$ cat config.mk
export PLATFORM = sky130hd
export DESIGN_NAME = buffered_uart_flat
export DESIGN_NICKNAME = d
export VERILOG_FILES = /design/src/rtl/buffered_uart_pkg.sv /design/src/rtl/buffered_uart_if.sv /design/src/rtl/sync_fifo.sv /design/src/rtl/buffered_uart.sv /design/src/flat_wrapper.sv
export SDC_FILE = /design/constraint.sdc
export NUM_CORES = 1
export LEC_CHECK = 0
export CORE_MARGIN = 2
export CORE_UTILIZATION = 45
export DETAILED_ROUTE_END_ITERATION = 10
export PLACE_DENSITY_LB_ADDON = 0.3
export RECOVER_POWER = 50
export SLEW_MARGIN = 0
export SYNTH_ARGS = -nofsm -noshare
export SYNTH_HDL_FRONTEND = slang
export SYNTH_SLANG_ARGS = --single-unit
$ cat constraint.sdc
create_clock -name Clock -period 4.2 [get_ports Clock]
set_input_delay 0.63 -clock Clock [delete_from_list [all_inputs] [get_ports Clock]]
set_output_delay 0.63 -clock Clock [all_outputs]
set_load 0.02 [all_outputs]
$ cat src/rtl/buffered_uart_pkg.sv
// Shared state encodings and baud/counter sizing helpers for buffered_uart.
package buffered_uart_pkg;

  typedef logic [2:0] uartState_t;

  localparam uartState_t StIdle   = 3'd0;
  localparam uartState_t StStart  = 3'd1;
  localparam uartState_t StData   = 3'd2;
  localparam uartState_t StParity = 3'd3;
  localparam uartState_t StStop   = 3'd4;

  function automatic int cyclesPerBit(input int clockFreq, input int baudRate);
    return clockFreq / baudRate;
  endfunction

  // Width of a counter that must hold 0..count-1.
  function automatic int cntWidth(input int count);
    return (count < 2) ? 1 : $clog2(count);
  endfunction

endpackage

$ cat src/rtl/buffered_uart_if.sv
// Parallel-side handshake bundle of buffered_uart: TX push and RX pop.
interface buffered_uart_if #(parameter int DataWidth = 8);
  logic [DataWidth-1:0] DataIn;
  logic                 DataInValid;
  logic                 DataInReady;
  logic [DataWidth-1:0] DataOut;
  logic                 DataOutValid;
  logic                 DataOutReady;

  modport master (output DataIn, DataInValid, DataOutReady,
                  input  DataInReady, DataOut, DataOutValid);
  modport slave  (input  DataIn, DataInValid, DataOutReady,
                  output DataInReady, DataOut, DataOutValid);
endinterface

$ cat src/rtl/sync_fifo.sv
// First-word-fall-through FIFO; extra pointer bit separates full from empty.
module sync_fifo #(
  parameter int DataWidth = 8,
  parameter int FifoDepth = 8
) (
  input  logic                 Clock,
  input  logic                 Reset,
  input  logic [DataWidth-1:0] wrData,
  input  logic                 wrEn,
  output logic                 full,
  output logic [DataWidth-1:0] rdData,
  input  logic                 rdEn,
  output logic                 empty
);
  localparam int AddrW = $clog2(FifoDepth);

  logic [DataWidth-1:0] mem [FifoDepth];
  logic [AddrW:0]       wrPtr, rdPtr;
  logic                 doRd, doWr;

  assign empty  = (wrPtr == rdPtr);
  assign full   = (wrPtr[AddrW] != rdPtr[AddrW]) &&
                  (wrPtr[AddrW-1:0] == rdPtr[AddrW-1:0]);
  assign doRd   = rdEn && !empty;
  // A pop in the same cycle frees the slot, so a write into a full FIFO still lands.
  assign doWr   = wrEn && (!full || doRd);
  assign rdData = mem[rdPtr[AddrW-1:0]];

  always_ff @(posedge Clock or posedge Reset) begin
    if (Reset) begin
      wrPtr <= '0;
      rdPtr <= '0;
    end else begin
      if (doWr) wrPtr <= wrPtr + 1'b1;
      if (doRd) rdPtr <= rdPtr + 1'b1;
    end
  end

  always_ff @(posedge Clock) begin
    if (doWr) mem[wrPtr[AddrW-1:0]] <= wrData;
  end
endmodule

$ cat src/rtl/buffered_uart.sv
// UART with TX/RX FIFOs. Define UART_PARITY_EN to add an even-parity bit per frame.
module buffered_uart
  import buffered_uart_pkg::*;
#(
  parameter int ClockFreq = 50_000_000,
  parameter int BaudRate  = 115_200,
  parameter int DataWidth = 8,
  parameter int FifoDepth = 8
) (
  input  logic              Clock,
  input  logic              Reset,
  buffered_uart_if.slave    bus,
  input  logic              SIn,
  output logic              SOut,
  output logic              FramingError,
  output logic              ParityError,
  output logic              Overrun
);
  localparam int CyclesPerBit = cyclesPerBit(ClockFreq, BaudRate);
  localparam int CntW = cntWidth(CyclesPerBit);
  localparam int BitW = cntWidth(DataWidth);
  localparam logic [CntW-1:0] BitEnd  = CntW'(CyclesPerBit - 1);
  localparam logic [CntW-1:0] HalfEnd = CntW'(CyclesPerBit / 2 - 1);
  localparam logic [BitW-1:0] LastBit = BitW'(DataWidth - 1);

  // ---------------- TX ----------------
  logic                 txFull, txEmpty, txPop;
  logic [DataWidth-1:0] txHead, txShift;
  uartState_t           txState;
  logic [CntW-1:0]      txCnt;
  logic [BitW-1:0]      txBit;
  logic                 txBitDone;
`ifdef UART_PARITY_EN
  logic                 txPar;
`endif

  sync_fifo #(.DataWidth(DataWidth), .FifoDepth(FifoDepth)) uTxFifo (
    .Clock  (Clock),
    .Reset  (Reset),
    .wrData (bus.DataIn),
    .wrEn   (bus.DataInValid && !txFull),
    .full   (txFull),
    .rdData (txHead),
    .rdEn   (txPop),
    .empty  (txEmpty)
  );

  assign bus.DataInReady = !txFull;
  assign txBitDone = (txCnt == BitEnd);
  // Next word is pulled either from idle or at the last stop-bit cycle, giving gapless frames.
  assign txPop = !txEmpty && ((txState == StIdle) || (txState == StStop && txBitDone));

  always_ff @(posedge Clock or posedge Reset) begin
    if (Reset) begin
      txState <= StIdle;
      txCnt   <= '0;
      txBit   <= '0;
      txShift <= '0;
      SOut    <= 1'b1;
`ifdef UART_PARITY_EN
      txPar   <= 1'b0;
`endif
    end else begin
      txCnt <= (txState == StIdle || txBitDone) ? '0 : txCnt + 1'b1;
      case (txState)
        StIdle, StStop: begin
          if (txState == StIdle || txBitDone) begin
            if (txPop) begin
              txState <= StStart;
              SOut    <= 1'b0;
              txShift <= txHead;
`ifdef UART_PARITY_EN
              txPar   <= ^txHead;
`endif
            end else begin
              txState <= StIdle;
              SOut    <= 1'b1;
            end
          end
        end
        StStart: begin
          if (txBitDone) begin
            txState <= StData;
            SOut    <= txShift[0];
            txShift <= txShift >> 1;
            txBit   <= '0;
          end
        end
        StData: begin
          if (txBitDone) begin
            if (txBit == LastBit) begin
`ifdef UART_PARITY_EN
              txState <= StParity;
              SOut    <= txPar;
`else
              txState <= StStop;
              SOut    <= 1'b1;
`endif
            end else begin
              SOut    <= txShift[0];
              txShift <= txShift >> 1;
              txBit   <= txBit + 1'b1;
            end
          end
        end
`ifdef UART_PARITY_EN
        StParity: begin
          if (txBitDone) begin
            txState <= StStop;
            SOut    <= 1'b1;
          end
        end
`endif
        default: begin
          txState <= StIdle;
          SOut    <= 1'b1;
        end
      endcase
    end
  end

  // ---------------- RX ----------------
  logic                 sinMeta, sinSync;
  uartState_t           rxState;
  logic [CntW-1:0]      rxCnt;
  logic [BitW-1:0]      rxBit;
  logic [DataWidth-1:0] rxShift;
  logic                 rxArmed, rxBitDone, rxHalfDone, rxParOk;
  logic                 rxEnq, rxFull, rxEmpty, rxDeq;
  logic                 framingQ, overrunQ;
`ifdef UART_PARITY_EN
  logic                 rxPar, parityQ;
  assign rxParOk = ((^rxShift) == rxPar);
`else
  assign rxParOk = 1'b1;
`endif

  // Synchroniser resets low so a freshly reset RX must see SIn high through both flops before arming.
  always_ff @(posedge Clock or posedge Reset) begin
    if (Reset) begin
      sinMeta <= 1'b0;
      sinSync <= 1'b0;
    end else begin
      sinMeta <= SIn;
      sinSync <= sinMeta;
    end
  end

  assign rxBitDone  = (rxCnt == BitEnd);
  assign rxHalfDone = (rxCnt == HalfEnd);
  assign rxDeq      = bus.DataOutReady && !rxEmpty;
  assign rxEnq      = (rxState == StStop) && rxBitDone && sinSync && rxParOk;

  sync_fifo #(.DataWidth(DataWidth), .FifoDepth(FifoDepth)) uRxFifo (
    .Clock  (Clock),
    .Reset  (Reset),
    .wrData (rxShift),
    .wrEn   (rxEnq),
    .full   (rxFull),
    .rdData (bus.DataOut),
    .rdEn   (bus.DataOutReady),
    .empty  (rxEmpty)
  );

  assign bus.DataOutValid = !rxEmpty;

  always_ff @(posedge Clock or posedge Reset) begin
    if (Reset) begin
      rxState  <= StIdle;
      rxCnt    <= '0;
      rxBit    <= '0;
      rxShift  <= '0;
      rxArmed  <= 1'b0;
      framingQ <= 1'b0;
      overrunQ <= 1'b0;
`ifdef UART_PARITY_EN
      rxPar    <= 1'b0;
      parityQ  <= 1'b0;
`endif
    end else begin
      framingQ <= 1'b0;
      overrunQ <= 1'b0;
`ifdef UART_PARITY_EN
      parityQ  <= 1'b0;
`endif
      rxCnt <= rxCnt + 1'b1;
      case (rxState)
        StIdle: begin
          rxCnt <= '0;
          if (!rxArmed) rxArmed <= sinSync;
          else if (!sinSync) rxState <= StStart;
        end
        StStart: begin
          if (rxHalfDone) begin
            rxCnt   <= '0;
            rxBit   <= '0;
            rxState <= sinSync ? StIdle : StData;
          end
        end
        StData: begin
          if (rxBitDone) begin
            rxCnt   <= '0;
            rxShift <= {sinSync, rxShift[DataWidth-1:1]};
            if (rxBit == LastBit) begin
`ifdef UART_PARITY_EN
              rxState <= StParity;
`else
              rxState <= StStop;
`endif
            end else begin
              rxBit <= rxBit + 1'b1;
            end
          end
        end
`ifdef UART_PARITY_EN
        StParity: begin
          if (rxBitDone) begin
            rxCnt   <= '0;
            rxPar   <= sinSync;
            rxState <= StStop;
          end
        end
`endif
        StStop: begin
          if (rxBitDone) begin
            rxCnt   <= '0;
            rxState <= StIdle;
            if (!sinSync) begin
              // Line may be held low (break); wait for it to return high before rearming.
              framingQ <= 1'b1;
              rxArmed  <= 1'b0;
            end else if (!rxParOk) begin
`ifdef UART_PARITY_EN
              parityQ  <= 1'b1;
`endif
            end else begin
              overrunQ <= rxFull && !rxDeq;
            end
          end
        end
        default: rxState <= StIdle;
      endcase
    end
  end

  assign FramingError = framingQ;
  assign Overrun      = overrunQ;
`ifdef UART_PARITY_EN
  assign ParityError  = parityQ;
`else
  assign ParityError  = 1'b0;
`endif
endmodule

$ cat src/flat_wrapper.sv
// flat-port wrapper written by rule: the top's interface ports become plain ports
module buffered_uart_flat import buffered_uart_pkg::*;
#(
  parameter int ClockFreq = 50_000_000,
  parameter int BaudRate  = 115_200,
  parameter int DataWidth = 8,
  parameter int FifoDepth = 8
)
  (Clock, Reset, SIn, SOut, FramingError, ParityError, Overrun, bus_DataIn, bus_DataInValid, bus_DataOutReady, bus_DataInReady, bus_DataOut, bus_DataOutValid);
  buffered_uart_if #(.DataWidth(DataWidth)) bus_i ();
  input  logic Clock;
  input  logic Reset;
  input  logic SIn;
  output logic SOut;
  output logic FramingError;
  output logic ParityError;
  output logic Overrun;
  input wire logic [$bits(bus_i.DataIn)-1:0] bus_DataIn;
  input wire logic [$bits(bus_i.DataInValid)-1:0] bus_DataInValid;
  input wire logic [$bits(bus_i.DataOutReady)-1:0] bus_DataOutReady;
  output wire logic [$bits(bus_i.DataInReady)-1:0] bus_DataInReady;
  output wire logic [$bits(bus_i.DataOut)-1:0] bus_DataOut;
  output wire logic [$bits(bus_i.DataOutValid)-1:0] bus_DataOutValid;
  assign bus_i.DataIn = bus_DataIn;
  assign bus_i.DataInValid = bus_DataInValid;
  assign bus_i.DataOutReady = bus_DataOutReady;
  assign bus_DataInReady = bus_i.DataInReady;
  assign bus_DataOut = bus_i.DataOut;
  assign bus_DataOutValid = bus_i.DataOutValid;
  buffered_uart #(.ClockFreq(ClockFreq), .BaudRate(BaudRate), .DataWidth(DataWidth), .FifoDepth(FifoDepth)) u_core (.Clock(Clock), .Reset(Reset), .bus(bus_i), .SIn(SIn), .SOut(SOut), .FramingError(FramingError), .ParityError(ParityError), .Overrun(Overrun));
endmodule
==> impl_metrics.toml <==
[status]
run_status = "completed"

[clocking]
cts_hold_buffers = 0
cts_buffer_depth = 2
clkLatencyLatePin_ns = 0.43
cts-htree-levels = 4
cts_resized = 0
post_cts_buffers = 0
cts_buffers = 17
clk_pin_slew_ns = 0.07
cts.sinks = 196
clockRootBuffer = "clkbuf_16"
cts_tree = "done"

[global_route]
grt_max_degree = 26
top_usage_layer = "met2"
use_met1 = 0.196
globalRouteMet2Util = 0.257
antenna_found_initial = 0
track_usage = 0.153
gr-total-overflow = 0
met3_usage = 0.0399
grt_pass1_wl_microns = 23000
grt_pass1_vias = 4435

[yosys]
yosys_warnings = 0
synth_ff_type = "edfxtp_1"
yosys_register_bits = 196
yosys.cell_types.count = 59
synthArstFlopShare = 0.347
seq_area_frac_synth = 0.669
syn_nets = 550
synth.avg_cell_area_sq_um = 15.8
netlist_area_sq_mm = 0.00829
synth-edff-count = 128
syn_inst = 524

[place]
io_buffers = 25
place_congestion = 0.776
pre_cts_ws_ns = 1.37
dpl.hpwl_microns = 9210

[worst_setup_path]
r2r_cells = 7
crit_fanout = 15
arrival_ns = 2.66
r2r-end = "u_core.txShift[4]"
worstSetupEndpointType = "output port"
worstReg2RegStart = "u_core.txCnt[1]"
r2r_slack_ns = 1.57
start_kind = "flop"
crit_type = "flop to output port"
crit_start = "u_core.uRxFifo.rdPtr[0]"
crit_required_ns = 3.57

[min_path]
hp-class = "flop to flop"
hold_depth = 0
hp-start = "u_core.sinMeta"
hold_end = "u_core.sinSync"

[detailed_routing]
wl_per_cell_microns = 17.7
first_pass_iters = 6
ant_nets = 0
drc = 0
drt_first_iter_violations = 239
viasPerCell = 5.41
vias = 4319
wl_microns = 14100

[timing]
tightestPinTransition_ns = 1.33
finClkSkew_ns = 0.00895
period_minus_slack_ns = 3.29
rsz0062_at_grt = "false"
hold_viol = 0
fin_hold_ws_ns = 0.360
fmax_mhz = 304
worst_slack_ns = 0.915
final_max_slew_viol_count = 0
timing.final.crit_share = 0.782
slew_headroom = 0.111
fin_setup_tns_ns = 0
finalSetupViolCount = 0

[final_layout]
syn_to_final_growth_pct = 13.0
final_nets = 582
final_util = 0.520
diodes = 0
drive_gt1_frac = 0.188

[floorplan]
die_x_microns = 140
rows = 49
coreArea_sq_mm = 0.0180
num_io_pins = 27
die_area_sq_mm = 0.0195
dieHeight_microns = 140
start_util = 0.460

[power]
leakage_uw = 0.00356
p_per_area_mw_per_mm2 = 558
ir_drop_v = 0.000339

[flow_run]
drv_cap = 0
-- cell families (layout without fill, tap and decap cells) --
kind of cell	after synthesis	count (layout)	synth area share
buffers and inverters	32	77	0.0186
AOI/OAI and AO/OA	50	50	0.0454
muxes	64	64	0.129
DFF	196	196	0.669
xor gates and xnor gates	33	33	0.0349
and+or+nand+nor	134	134	0.0820
other	1	1	0.000452
adders and majority gates	14	14	0.0208
-- synthesized netlist by cell type, types with 2 or more instances --
master,number,share of area
a211oi_1,2,0.0018
a21oi_1,16,0.0097
a22o_1,4,0.0042
buf_1,4,0.0018
buf_2,6,0.0036
buf_6,3,0.0041
clkbuf_1,9,0.0041
dfrtp_1,67,0.20
edfxtp_1,128,0.46
ha_1,13,0.020
inv_1,9,0.0041
mux2_2,22,0.030
mux2i_1,10,0.012
mux4_2,32,0.087
nand2_1,24,0.011
nand2b_1,8,0.0060
nand3_1,9,0.0054
nand4_1,2,0.0015
nand4bb_1,2,0.0027
nor2_1,55,0.025
nor3_1,13,0.0078
nor3b_1,2,0.0018
o21ai_0,5,0.0030
o22a_1,8,0.0085
o2bb2ai_1,2,0.0021
or2_2,3,0.0023
or3_1,3,0.0023
xnor2_1,18,0.019
xor2_1,15,0.016
-- report_power, final --
group          internal [uW]  switching (uW)
sequential              2290             169
clock                    870             737
combinational            550             609
-- routing by layer --
metal | wire length, microns | vias up | share of wire
li1 | - | 2036 | -
met1 | 6340 | 2201 | 0.45
met2 | 7230 | 70 | 0.51
met3 | 444 | 12 | 0.031
met4 | 139 | 0 | 0.0098
met5 | 0 | - | 0
-- layout by cell type (no fill, tap or decap), types with 10 or more instances in the layout --
| cell type | instances |
|---|---|
| ha_1 | 13 |
| mux2i_1 | 10 |
| xnor2_1 | 18 |
| clkdlybuf4s50_1 | 15 |
| xor2_1 | 15 |
| a21oi_1 | 16 |
| clkbuf_16 | 17 |
| nor3_1 | 12 |
| dlygate4sd3_1 | 10 |
| mux2_2 | 22 |
| nand2_1 | 24 |
| dfrtp_1 | 67 |
| mux4_2 | 32 |
| edfxtp_1 | 128 |
| nor2_1 | 55 |
-- how the worst max path moves through the flow --
stage	to	slack [ns]	cells after the start
final	bus_DataOut[1]	0.91	4
after global routing	bus_DataOut[1]	0.82	4
after CTS	bus_DataOut[1]	0.88	4
after detailed placement	bus_DataOut[1]	1.37	4
after global placement	bus_DataOut[1]	1.40	4
after floorplan	u_core.uTxFifo.mem[0][0]	1.72	6
-- critical path, stage by stage, from the launching register on --
cell and delay, ns:
dfrtp_1 0.49, buf_4 0.35, mux4_2 0.55, mux2_2 0.30, clkdlybuf4s50_1 0.54
-- stage by stage --
stage	std cells	power [uW]	instance area (sq um)
6_report	798	5230	9370
5_1_grt	798	5490	9370
4_1_cts	798	5290	9380
2_1_floorplan	524	3410	8290
3_5_place_dp	766	3690	8790
3_3_place_gp	766	3650	8790
-- registers in the layout (all words and copies together) (netlist names) --
signal,cells
u_core.uRxFifo.rdPtr,4
u_core.uTxFifo.wrPtr,4
u_core.txState,3
u_core.FramingError,1
u_core.uRxFifo.mem,64
u_core.uTxFifo.rdPtr,4
u_core.rxState,3
u_core.Overrun,1
u_core.uRxFifo.wrPtr,4
u_core.sinMeta,1
u_core.txShift,8
u_core.txBit,3
u_core.uTxFifo.mem,64
u_core.rxBit,3
u_core.rxCnt,9
u_core.SOut,1
u_core.txCnt,9
u_core.sinSync,1
u_core.rxShift,8
u_core.rxArmed,1
-- area by class of cell --
type	count	area [sq um]
Multi-Input combinational cell	296	2590
Fill cell	1487	8650
Timing Repair Buffer	36	325
Inverter	9	33.8
Tap cell	229	287
Clock buffer	19	453
Sequential cell	196	5550
Clock inverter	13	136
(Power assumes the default switching activity.)
